==> src/rtl/emulate_stream_out_pkg.sv <==
// Shared constants and types for the stream-in / stream-out emulators.
// Holds the default stream geometry, the header word, and the framing state enum.
// Also holds a saturating increment used by the status counters.
package emulate_stream_out_pkg;
    localparam int          PHIT_SIZE_DEF     = 512;
    localparam int          PACKET_LENGTH_DEF = 8;
    localparam logic [31:0] PKT_HEADER_WORD   = 32'h1234_5678;
    localparam int          LANES             = PHIT_SIZE_DEF / 32;

    typedef enum logic [1:0] {
        HDR,
        PAY,
        DRAIN
    } state_t;

    function automatic logic [31:0] sat_inc(input logic [31:0] v);
        return (v == 32'hFFFF_FFFF) ? v : v + 32'd1;
    endfunction
endpackage

==> src/rtl/emulate_stream_out_bp.sv <==
// stream_bp_gen: pseudo-random backpressure for the stream-out sink.
// Ports: clk, rst (async, active-high), bp_en in; tready out (registered).
// 16-bit Fibonacci LFSR (taps 16,14,13,11) steps every cycle; tready ~75% duty when enabled.
module stream_bp_gen #(
    parameter logic [15:0] LFSR_SEED = 16'hACE1
) (
    input  logic clk,
    input  logic rst,
    input  logic bp_en,
    output logic tready
);
    logic [15:0] lfsr_q, lfsr_d;
    logic        tready_q, tready_d;

    always_comb begin
        lfsr_d   = {lfsr_q[14:0], lfsr_q[15] ^ lfsr_q[13] ^ lfsr_q[12] ^ lfsr_q[10]};
        tready_d = bp_en ? (lfsr_q[0] | lfsr_q[1]) : 1'b1;
    end

    always_ff @(posedge clk or posedge rst) begin
        if (rst) begin
            lfsr_q   <= LFSR_SEED;
            tready_q <= 1'b1;
        end else begin
            lfsr_q   <= lfsr_d;
            tready_q <= tready_d;
        end
    end

    assign tready = tready_q;
endmodule

==> src/rtl/float_generator.sv <==
// Expected payload source: IEEE-754 single-precision value of the integer idx.
// Ports: idx (beat index, 0..31) in; value (float bit pattern) out.
// Purely combinational; idx=0 yields +0.0.
module float_generator (
    input  logic [4:0]  idx,
    output logic [31:0] value
);
    logic [2:0]  msb;
    logic [22:0] mant;

    always_comb begin
        msb = 3'd0;
        for (int i = 0; i < 5; i++) begin
            if (idx[i]) msb = 3'(i);
        end
        // Shifting the leading one to bit 23 pushes it out of the 23-bit
        // field, leaving only the fraction bits.
        mant  = {18'd0, idx} << (23 - int'(msb));
        value = (idx == 5'd0) ? 32'd0 : {1'b0, 8'd127 + {5'd0, msb}, mant};
    end
endmodule

==> src/rtl/emulate_stream_out.sv <==
// AXI4-Stream sink: checks packet framing/payload, keeps counters, sticky error flags, checksum.
// Ports: ap_clk/ap_rst, axis_* stream slave, bp_en in; pkt_count, err_count, err_*, checksum, pkt_done out.
// Status appears one cycle after the accepting edge; tready is registered, optionally LFSR-throttled.
module emulate_stream_out
    import emulate_stream_out_pkg::*;
#(
    parameter int          PHIT_SIZE     = PHIT_SIZE_DEF,
    parameter int          PACKET_LENGTH = PACKET_LENGTH_DEF,
    parameter logic [31:0] HEADER_WORD   = PKT_HEADER_WORD,
    parameter bit          CHECK_PAYLOAD = 1'b1,
    parameter logic [15:0] LFSR_SEED     = 16'hACE1
) (
    input  logic                   ap_clk,
    input  logic                   ap_rst,
    input  logic [PHIT_SIZE-1:0]   axis_tdata,
    input  logic                   axis_tvalid,
    output logic                   axis_tready,
    input  logic                   axis_tlast,
    input  logic [PHIT_SIZE/8-1:0] axis_tkeep,
    input  logic                   bp_en,
    output logic [31:0]            pkt_count,
    output logic [31:0]            err_count,
    output logic                   err_hdr,
    output logic                   err_len,
    output logic                   err_keep,
    output logic                   err_data,
    output logic [31:0]            checksum,
    output logic                   pkt_done
);
    localparam int          NLANES   = PHIT_SIZE / 32;
    localparam logic [31:0] LAST_IDX = 32'(PACKET_LENGTH - 1);

    state_t      state_q, state_d;
    logic [31:0] beat_idx_q, beat_idx_d;
    logic        bad_q, bad_d;
    logic [31:0] run_sum_q, run_sum_d;
    logic [31:0] pkt_count_q, pkt_count_d;
    logic [31:0] err_count_q, err_count_d;
    logic [31:0] checksum_q, checksum_d;
    logic        err_hdr_q, err_hdr_d, err_len_q, err_len_d;
    logic        err_keep_q, err_keep_d, err_data_q, err_data_d;
    logic        pkt_done_q, pkt_done_d;

    logic        accept, end_pkt, end_bad, lane_bad, keep_bad, data_bad;
    logic [31:0] lane0, expected;

    stream_bp_gen #(.LFSR_SEED(LFSR_SEED)) u_bp (
        .clk    (ap_clk),
        .rst    (ap_rst),
        .bp_en  (bp_en),
        .tready (axis_tready)
    );

    float_generator u_fg (
        .idx   (beat_idx_q[4:0]),
        .value (expected)
    );

    assign accept = axis_tvalid && axis_tready;
    assign lane0  = axis_tdata[31:0];

    always_comb begin
        lane_bad = 1'b0;
        for (int l = 1; l < NLANES; l++) begin
            if (axis_tdata[l*32 +: 32] != lane0) lane_bad = 1'b1;
        end
        keep_bad = (axis_tkeep != '1);
        data_bad = lane_bad || (CHECK_PAYLOAD && (lane0 != expected));
    end

    always_comb begin
        state_d     = state_q;
        beat_idx_d  = beat_idx_q;
        bad_d       = bad_q;
        run_sum_d   = run_sum_q;
        pkt_count_d = pkt_count_q;
        err_count_d = err_count_q;
        checksum_d  = checksum_q;
        err_hdr_d   = err_hdr_q;
        err_len_d   = err_len_q;
        err_keep_d  = err_keep_q;
        err_data_d  = err_data_q;
        pkt_done_d  = 1'b0;
        end_pkt     = 1'b0;
        end_bad     = 1'b0;

        if (accept) begin
            unique case (state_q)
                HDR: begin
                    bad_d      = 1'b0;
                    run_sum_d  = 32'd0;
                    beat_idx_d = 32'd0;
                    if (lane0 != HEADER_WORD) begin
                        err_hdr_d = 1'b1;
                        bad_d     = 1'b1;
                        state_d   = DRAIN;
                    end
                    // A one-beat packet ends here regardless of header validity.
                    if (axis_tlast) begin
                        err_len_d = 1'b1;
                        end_pkt   = 1'b1;
                        end_bad   = 1'b1;
                        state_d   = HDR;
                    end else if (lane0 == HEADER_WORD) begin
                        state_d    = PAY;
                        beat_idx_d = 32'd1;
                    end
                end
                PAY: begin
                    if (keep_bad) err_keep_d = 1'b1;
                    if (data_bad) err_data_d = 1'b1;
                    bad_d      = bad_q || keep_bad || data_bad;
                    run_sum_d  = run_sum_q ^ lane0;
                    beat_idx_d = beat_idx_q + 32'd1;
                    if (axis_tlast && (beat_idx_q < LAST_IDX)) begin
                        err_len_d = 1'b1;
                        end_pkt   = 1'b1;
                        end_bad   = 1'b1;
                        state_d   = HDR;
                    end else if (beat_idx_q == LAST_IDX) begin
                        if (axis_tlast) begin
                            end_pkt = 1'b1;
                            end_bad = bad_d;
                            state_d = HDR;
                        end else begin
                            err_len_d = 1'b1;
                            bad_d     = 1'b1;
                            state_d   = DRAIN;
                        end
                    end
                end
                DRAIN: begin
                    if (axis_tlast) begin
                        end_pkt = 1'b1;
                        end_bad = 1'b1;
                        state_d = HDR;
                    end
                end
                default: state_d = HDR;
            endcase
        end

        if (end_pkt) begin
            pkt_done_d = 1'b1;
            beat_idx_d = 32'd0;
            if (end_bad) begin
                err_count_d = sat_inc(err_count_q);
            end else begin
                pkt_count_d = sat_inc(pkt_count_q);
                checksum_d  = run_sum_d;
            end
        end
    end

    always_ff @(posedge ap_clk or posedge ap_rst) begin
        if (ap_rst) begin
            state_q     <= HDR;
            beat_idx_q  <= 32'd0;
            bad_q       <= 1'b0;
            run_sum_q   <= 32'd0;
            pkt_count_q <= 32'd0;
            err_count_q <= 32'd0;
            checksum_q  <= 32'd0;
            err_hdr_q   <= 1'b0;
            err_len_q   <= 1'b0;
            err_keep_q  <= 1'b0;
            err_data_q  <= 1'b0;
            pkt_done_q  <= 1'b0;
        end else begin
            state_q     <= state_d;
            beat_idx_q  <= beat_idx_d;
            bad_q       <= bad_d;
            run_sum_q   <= run_sum_d;
            pkt_count_q <= pkt_count_d;
            err_count_q <= err_count_d;
            checksum_q  <= checksum_d;
            err_hdr_q   <= err_hdr_d;
            err_len_q   <= err_len_d;
            err_keep_q  <= err_keep_d;
            err_data_q  <= err_data_d;
            pkt_done_q  <= pkt_done_d;
        end
    end

    assign pkt_count = pkt_count_q;
    assign err_count = err_count_q;
    assign checksum  = checksum_q;
    assign err_hdr   = err_hdr_q;
    assign err_len   = err_len_q;
    assign err_keep  = err_keep_q;
    assign err_data  = err_data_q;
    assign pkt_done  = pkt_done_q;
endmodule

==> config.mk <==
export PLATFORM = sky130hd
export DESIGN_NAME = emulate_stream_out
export DESIGN_NICKNAME = d
export VERILOG_FILES = /design/src/rtl/emulate_stream_out_pkg.sv /design/src/rtl/emulate_stream_out_bp.sv /design/src/rtl/float_generator.sv /design/src/rtl/emulate_stream_out.sv
export SDC_FILE = /design/constraint.sdc
export NUM_CORES = 1
export LEC_CHECK = 0
export ABC_AREA = 1
export ABC_CLOCK_PERIOD_IN_PS = 7600
export CAP_MARGIN = 5
export CORE_AREA = 10 10 258 260
export CTS_BUF_LIST = sky130_fd_sc_hd__clkbuf_16
export DETAILED_ROUTE_END_ITERATION = 16
export DIE_AREA = 0 0 268 270
export REMOVE_ABC_BUFFERS = 1
export SETUP_SLACK_MARGIN = 0.5
export SLEW_MARGIN = 20
export SYNTH_ARGS = -nofsm -noshare
export SYNTH_HDL_FRONTEND = slang
export SYNTH_HIERARCHICAL = 1
export SYNTH_SLANG_ARGS = --single-unit
==> constraint.sdc <==
create_clock -name ap_clk -period 7.6 [get_ports ap_clk]
set_input_delay 1.9 -clock ap_clk [delete_from_list [all_inputs] [get_ports ap_clk]]
set_output_delay 1.9 -clock ap_clk [all_outputs]
set_load 0.005 [all_outputs]
==> impl_summary.txt <==
----------------------------------------------------
[Drt]
  Routed vias ... 19000
  # DRC ... 0
  Aggregate routed wire length ... 88900 um
  DRT Pass-1 Iters ... 5
  Avg Vias per Cell ... 4.71
  Post-DR wirelength/cell ... 22.1 um
  Starting DRT DRC Count ... 1267
  Count of nets left with antenna violations after detail routing ... 0

[Flow run]
  Max-capacitance violation count ... 0

[Setup path]
  Maximum single-stage delay on the critical path ... 1.15 ns
  Capturing element type of the critical path ... flop
  Required time at the worst-slack endpoint ... 7.92 ns
  CP Max Fanout ... 47
  Number of buffer and inverter instances along the worst setup path ... 4
  CP cell instances ... clkdlybuf4s50_1, buf_4, xnor2_1, nand2_1, nor2_1, nand2_1, nor2_1, nand2_1, nor2_1, nand2_1, nor2_2, nand4_2, buf_4, nor2_4, inv_2, nand2_1, o21ai_2
  Worst Setup Path Type ... primary input to flop
  Crit-path leading delay family ... buffers and inverters
  Kind of launch point of the worst setup path ... primary input
  Slowest library cell on the worst path ... sky130_fd_sc_hd__clkdlybuf4s50_1
  Crit path arrival time ... 6.06 ns
  Dominant cell type by count on the critical path ... sky130_fd_sc_hd__nand2_1

[Synthesis]
  Post-Synthesis Cells ... 2565
  Share of synthesized area occupied by flip-flops and latches ... 27.3%
  Total number of yosys warnings ... 6
  Main flop type after synthesis ... sky130_fd_sc_hd__dfrtp_1
  #FFs+latches synth ... 185
  Mean cell area of the mapped netlist ... 6.63 um^2
  Fraction of registers with async set/reset ... 100%
  Number of synthesized flops with an enable pin ... 0
  Post-synthesis cell type count ... 46
  Post-Synthesis Cell Area ... 17000 um^2

[Die]
  Vert. Die Dim ... 270 um
  Core box area ... 61300 um^2
  Overall die area ... 72400 um^2
  Number of rows in the core area ... 91
  Io pins ... 683
  Starting utilization of the core area ... 27.8%
  Width of the die ... 268 um

[Clock network]
  Maximum clock path buffer count ... 2
  Post-cts hold buffer count ... 0
  H-tree lvl count ... 4
  Insertion delay of the later-clocked pin in the worst-skew pair ... 0.46 ns
  Clock tree from TritonCTS ... built
  TritonCTS Buffers ... 17
  Buffer type at the clock tree root ... sky130_fd_sc_hd__clkbuf_16
  Total setup buffers inserted after CTS ... 0
  Clock slew seen by the registers of the worst setup and hold paths ... 0.07 ns
  Clock net sink count ... 185
  Resized Gates After CTS ... 0

[STA]
  Portion of the clock cycle consumed by the worst path in the final layout ... 75.6%
  Number of setup violations in the final report ... 0
  Achievable frequency ... 0.174 GHz
  Total Neg Setup Slack ... 0 ns
  Hold Fails Final Rpt ... 0
  Setup repair after global routing missed its margin ... no
  Least-Margin Pin Slew ... 1.18 ns
  Worst rel slew slack ... 21.3%
  Final setup skew ... 0.0104 ns
  Post-layout minimum cycle time ... 5.74 ns
  Slew Limit Fails ... 0

[Place]
  DP Wirelength ... 74000 um
  Routability cong. ... 0.965
  Number of buffer cells added on primary ports ... 682

[Power and ir drop]
  Peak VDD IR ... 0.167 mV
  Leakage dissipation ... 10.4 nW
  Power Dens Cells ... 124 nW/um^2
  Total Power Consumption ... 3.07 mW

[Final layout]
  Filler Cell Count ... 6504
  Nets ... 3781
  Area delta synth->final ... 46.1%
  Share of layout cells above drive strength 1 ... 3.52%

[Global route]
  Global-route wire length before repair ... 127000 um
  Routing usage on met1 ... 23.7%
  Number of antenna violations at the first check in global routing ... 42
  Overall Global Routing Usage ... 23.7%
  Met2 track utilization from global routing ... 42.9%
  Global routing's busiest layer ... met2
  Largest net degree at the start of global routing ... 94
  GRT overflow ... 0
  Global routing met3 resource utilization ... 7.12%
  Number of global-route vias before repair ... 18900

[Outcome]
  Run status ... finished, final reports clean

[Worst hold path]
  Worst hold path class ... flop to flop

----------------------------------------------------
## report_power, final
group | total, mW | leakage [nW] | internal [mW] | switching, mW
sequential | 1.12 | 2.49 | 1.06 | 0.0562
clock | 0.947 | 0.297 | 0.519 | 0.428
combinational | 1.01 | 7.61 | 0.507 | 0.498
total | 3.07 | 10.4 | 2.09 | 0.982
## state kept, by name, summed over array words and instances, names as in the netlist, 2 cells and up
name         cells
run_sum_q       32
state_q          2
err_count       32
checksum        32
u_bp/lfsr_q     16
beat_idx_q      32
pkt_count       32
## per-layer routing
metal | share of wire (%) | vias up
met5 | 0.17 | -
met1 | 36 | 8722
met3 | 8.0 | 148
met4 | 5.2 | 24
met2 | 51 | 690
li1 | - | 9383
## path summary, 6_finish.rpt
path	startpoint	end	slack [ns]	cells after the start
min in group asynchronous	ap_rst	u_bp/lfsr_q[1]	1.93	2
setup / recovery	axis_tdata[30]	checksum[31]	1.86	17
hold reg to reg	u_bp/lfsr_q[3]	u_bp/lfsr_q[4]	0.35	0
hold / removal	u_bp/lfsr_q[3]	u_bp/lfsr_q[4]	0.35	0
setup reg to reg	beat_idx_q[3]	checksum[31]	3.32	21
max in group asynchronous	ap_rst	run_sum_q[12]	4.63	3
## synthesized netlist by cell type, types with 4 or more instances
library cell               instances  area, um^2
sky130_fd_sc_hd__nor4_1           26         163
sky130_fd_sc_hd__buf_6            45         507
sky130_fd_sc_hd__dfstp_2           9         236
sky130_fd_sc_hd__o21ai_1          14        70.1
sky130_fd_sc_hd__nor3_1           69         345
sky130_fd_sc_hd__a31oi_1          35         219
sky130_fd_sc_hd__dfrtp_1         176        4400
sky130_fd_sc_hd__nand3b_1          5        37.5
sky130_fd_sc_hd__nand3_1         100         500
sky130_fd_sc_hd__inv_1           241         905
sky130_fd_sc_hd__nor2_2            6        37.5
sky130_fd_sc_hd__xor2_1           64         561
sky130_fd_sc_hd__nand4_1         126         788
sky130_fd_sc_hd__buf_2            20         100
sky130_fd_sc_hd__buf_4            33         248
sky130_fd_sc_hd__ha_1              5        62.6
sky130_fd_sc_hd__o31ai_1           4        30.0
sky130_fd_sc_hd__xnor2_1         311        2720
sky130_fd_sc_hd__o21ai_0          74         370
sky130_fd_sc_hd__inv_2            10        37.5
sky130_fd_sc_hd__clkbuf_1         19        71.3
sky130_fd_sc_hd__nand2_1         840        3150
sky130_fd_sc_hd__a21oi_1          18        90.1
sky130_fd_sc_hd__nor2_1          277        1040
sky130_fd_sc_hd__o21ai_2           5        43.8
sky130_fd_sc_hd__nand2_2           4        25.0
## layout by cell type (no fill, tap or decap), types with 9 or more instances in the layout
master	netlist	final
sky130_fd_sc_hd__xnor2_1	311	311
sky130_fd_sc_hd__conb_1	1	20
sky130_fd_sc_hd__clkbuf_16	0	17
sky130_fd_sc_hd__buf_4	33	26
sky130_fd_sc_hd__inv_2	10	10
sky130_fd_sc_hd__a21oi_1	18	17
sky130_fd_sc_hd__nor4_1	26	26
sky130_fd_sc_hd__o21ai_0	74	74
sky130_fd_sc_hd__dfstp_2	9	9
sky130_fd_sc_hd__nand2_1	840	840
sky130_fd_sc_hd__inv_1	241	241
sky130_fd_sc_hd__nand3_1	100	100
sky130_fd_sc_hd__nor2_1	277	276
sky130_fd_sc_hd__nand4_1	126	126
sky130_fd_sc_hd__o21ai_1	14	14
sky130_fd_sc_hd__clkdlybuf4s50_1	0	677
sky130_fd_sc_hd__diode_2	0	31
sky130_fd_sc_hd__nor3_1	69	69
sky130_fd_sc_hd__a31oi_1	35	35
sky130_fd_sc_hd__xor2_1	64	64
sky130_fd_sc_hd__dfrtp_1	176	176
## through the flow
stage,cell area [um^2],setup slack (ns),hold WS [ns],utilization (%),instances
2_1_floorplan,16200,1.15,0.331,-,2467
3_3_place_gp,24200,1.30,0.336,39.5,3966
3_5_place_dp,24200,1.38,0.336,39.5,3966
4_1_cts,24800,1.85,0.352,40.5,3998
5_1_grt,24800,1.51,0.358,40.6,4024
6_report,24900,1.86,0.353,40.6,4029
## worst reg2reg max path, cell delays in order, from the launching register on
cell and delay (ns):
sky130_fd_sc_hd__dfrtp_1 0.47, sky130_fd_sc_hd__nor2_2 0.21, sky130_fd_sc_hd__nor2_1 0.09, sky130_fd_sc_hd__inv_1 0.06, sky130_fd_sc_hd__ha_1 0.13, sky130_fd_sc_hd__ha_1 0.14
sky130_fd_sc_hd__nand2_1 0.05, sky130_fd_sc_hd__inv_1 0.26, sky130_fd_sc_hd__nand3_1 0.12, sky130_fd_sc_hd__o21ai_0 0.26, sky130_fd_sc_hd__nand2_1 0.08, sky130_fd_sc_hd__nor2_1 0.12
sky130_fd_sc_hd__nand2_1 0.06, sky130_fd_sc_hd__nor2_1 0.27, sky130_fd_sc_hd__nand2_1 0.11, sky130_fd_sc_hd__nor2_2 0.21, sky130_fd_sc_hd__nand4_2 0.12, sky130_fd_sc_hd__buf_4 0.27
sky130_fd_sc_hd__nor2_4 0.34, sky130_fd_sc_hd__inv_2 0.43, sky130_fd_sc_hd__nand2_1 0.25, sky130_fd_sc_hd__o21ai_2 0.07
## cells by family after synthesis
family | synth area share (%)
simple gates | 36.6
xor+xnor | 19.3
buf+inv | 11.0
flops | 27.3
compound gates | 5.44
fa+ha+maj | 0.368
other cells | 0.0220
## cell type report
type	count	area (um^2)	share of cell area, %
antenna	31	77.6	0.312
tap	790	988	3.98
clock buffer	17	425	1.71
sequential	185	4640	18.7
inverter	253	955	3.84
multi-input combinational	2029	10600	42.6
clock inverter	15	175	0.705
timing repair buffer	709	7020	28.2
Note: power is estimated with default switching activity, not from simulation.
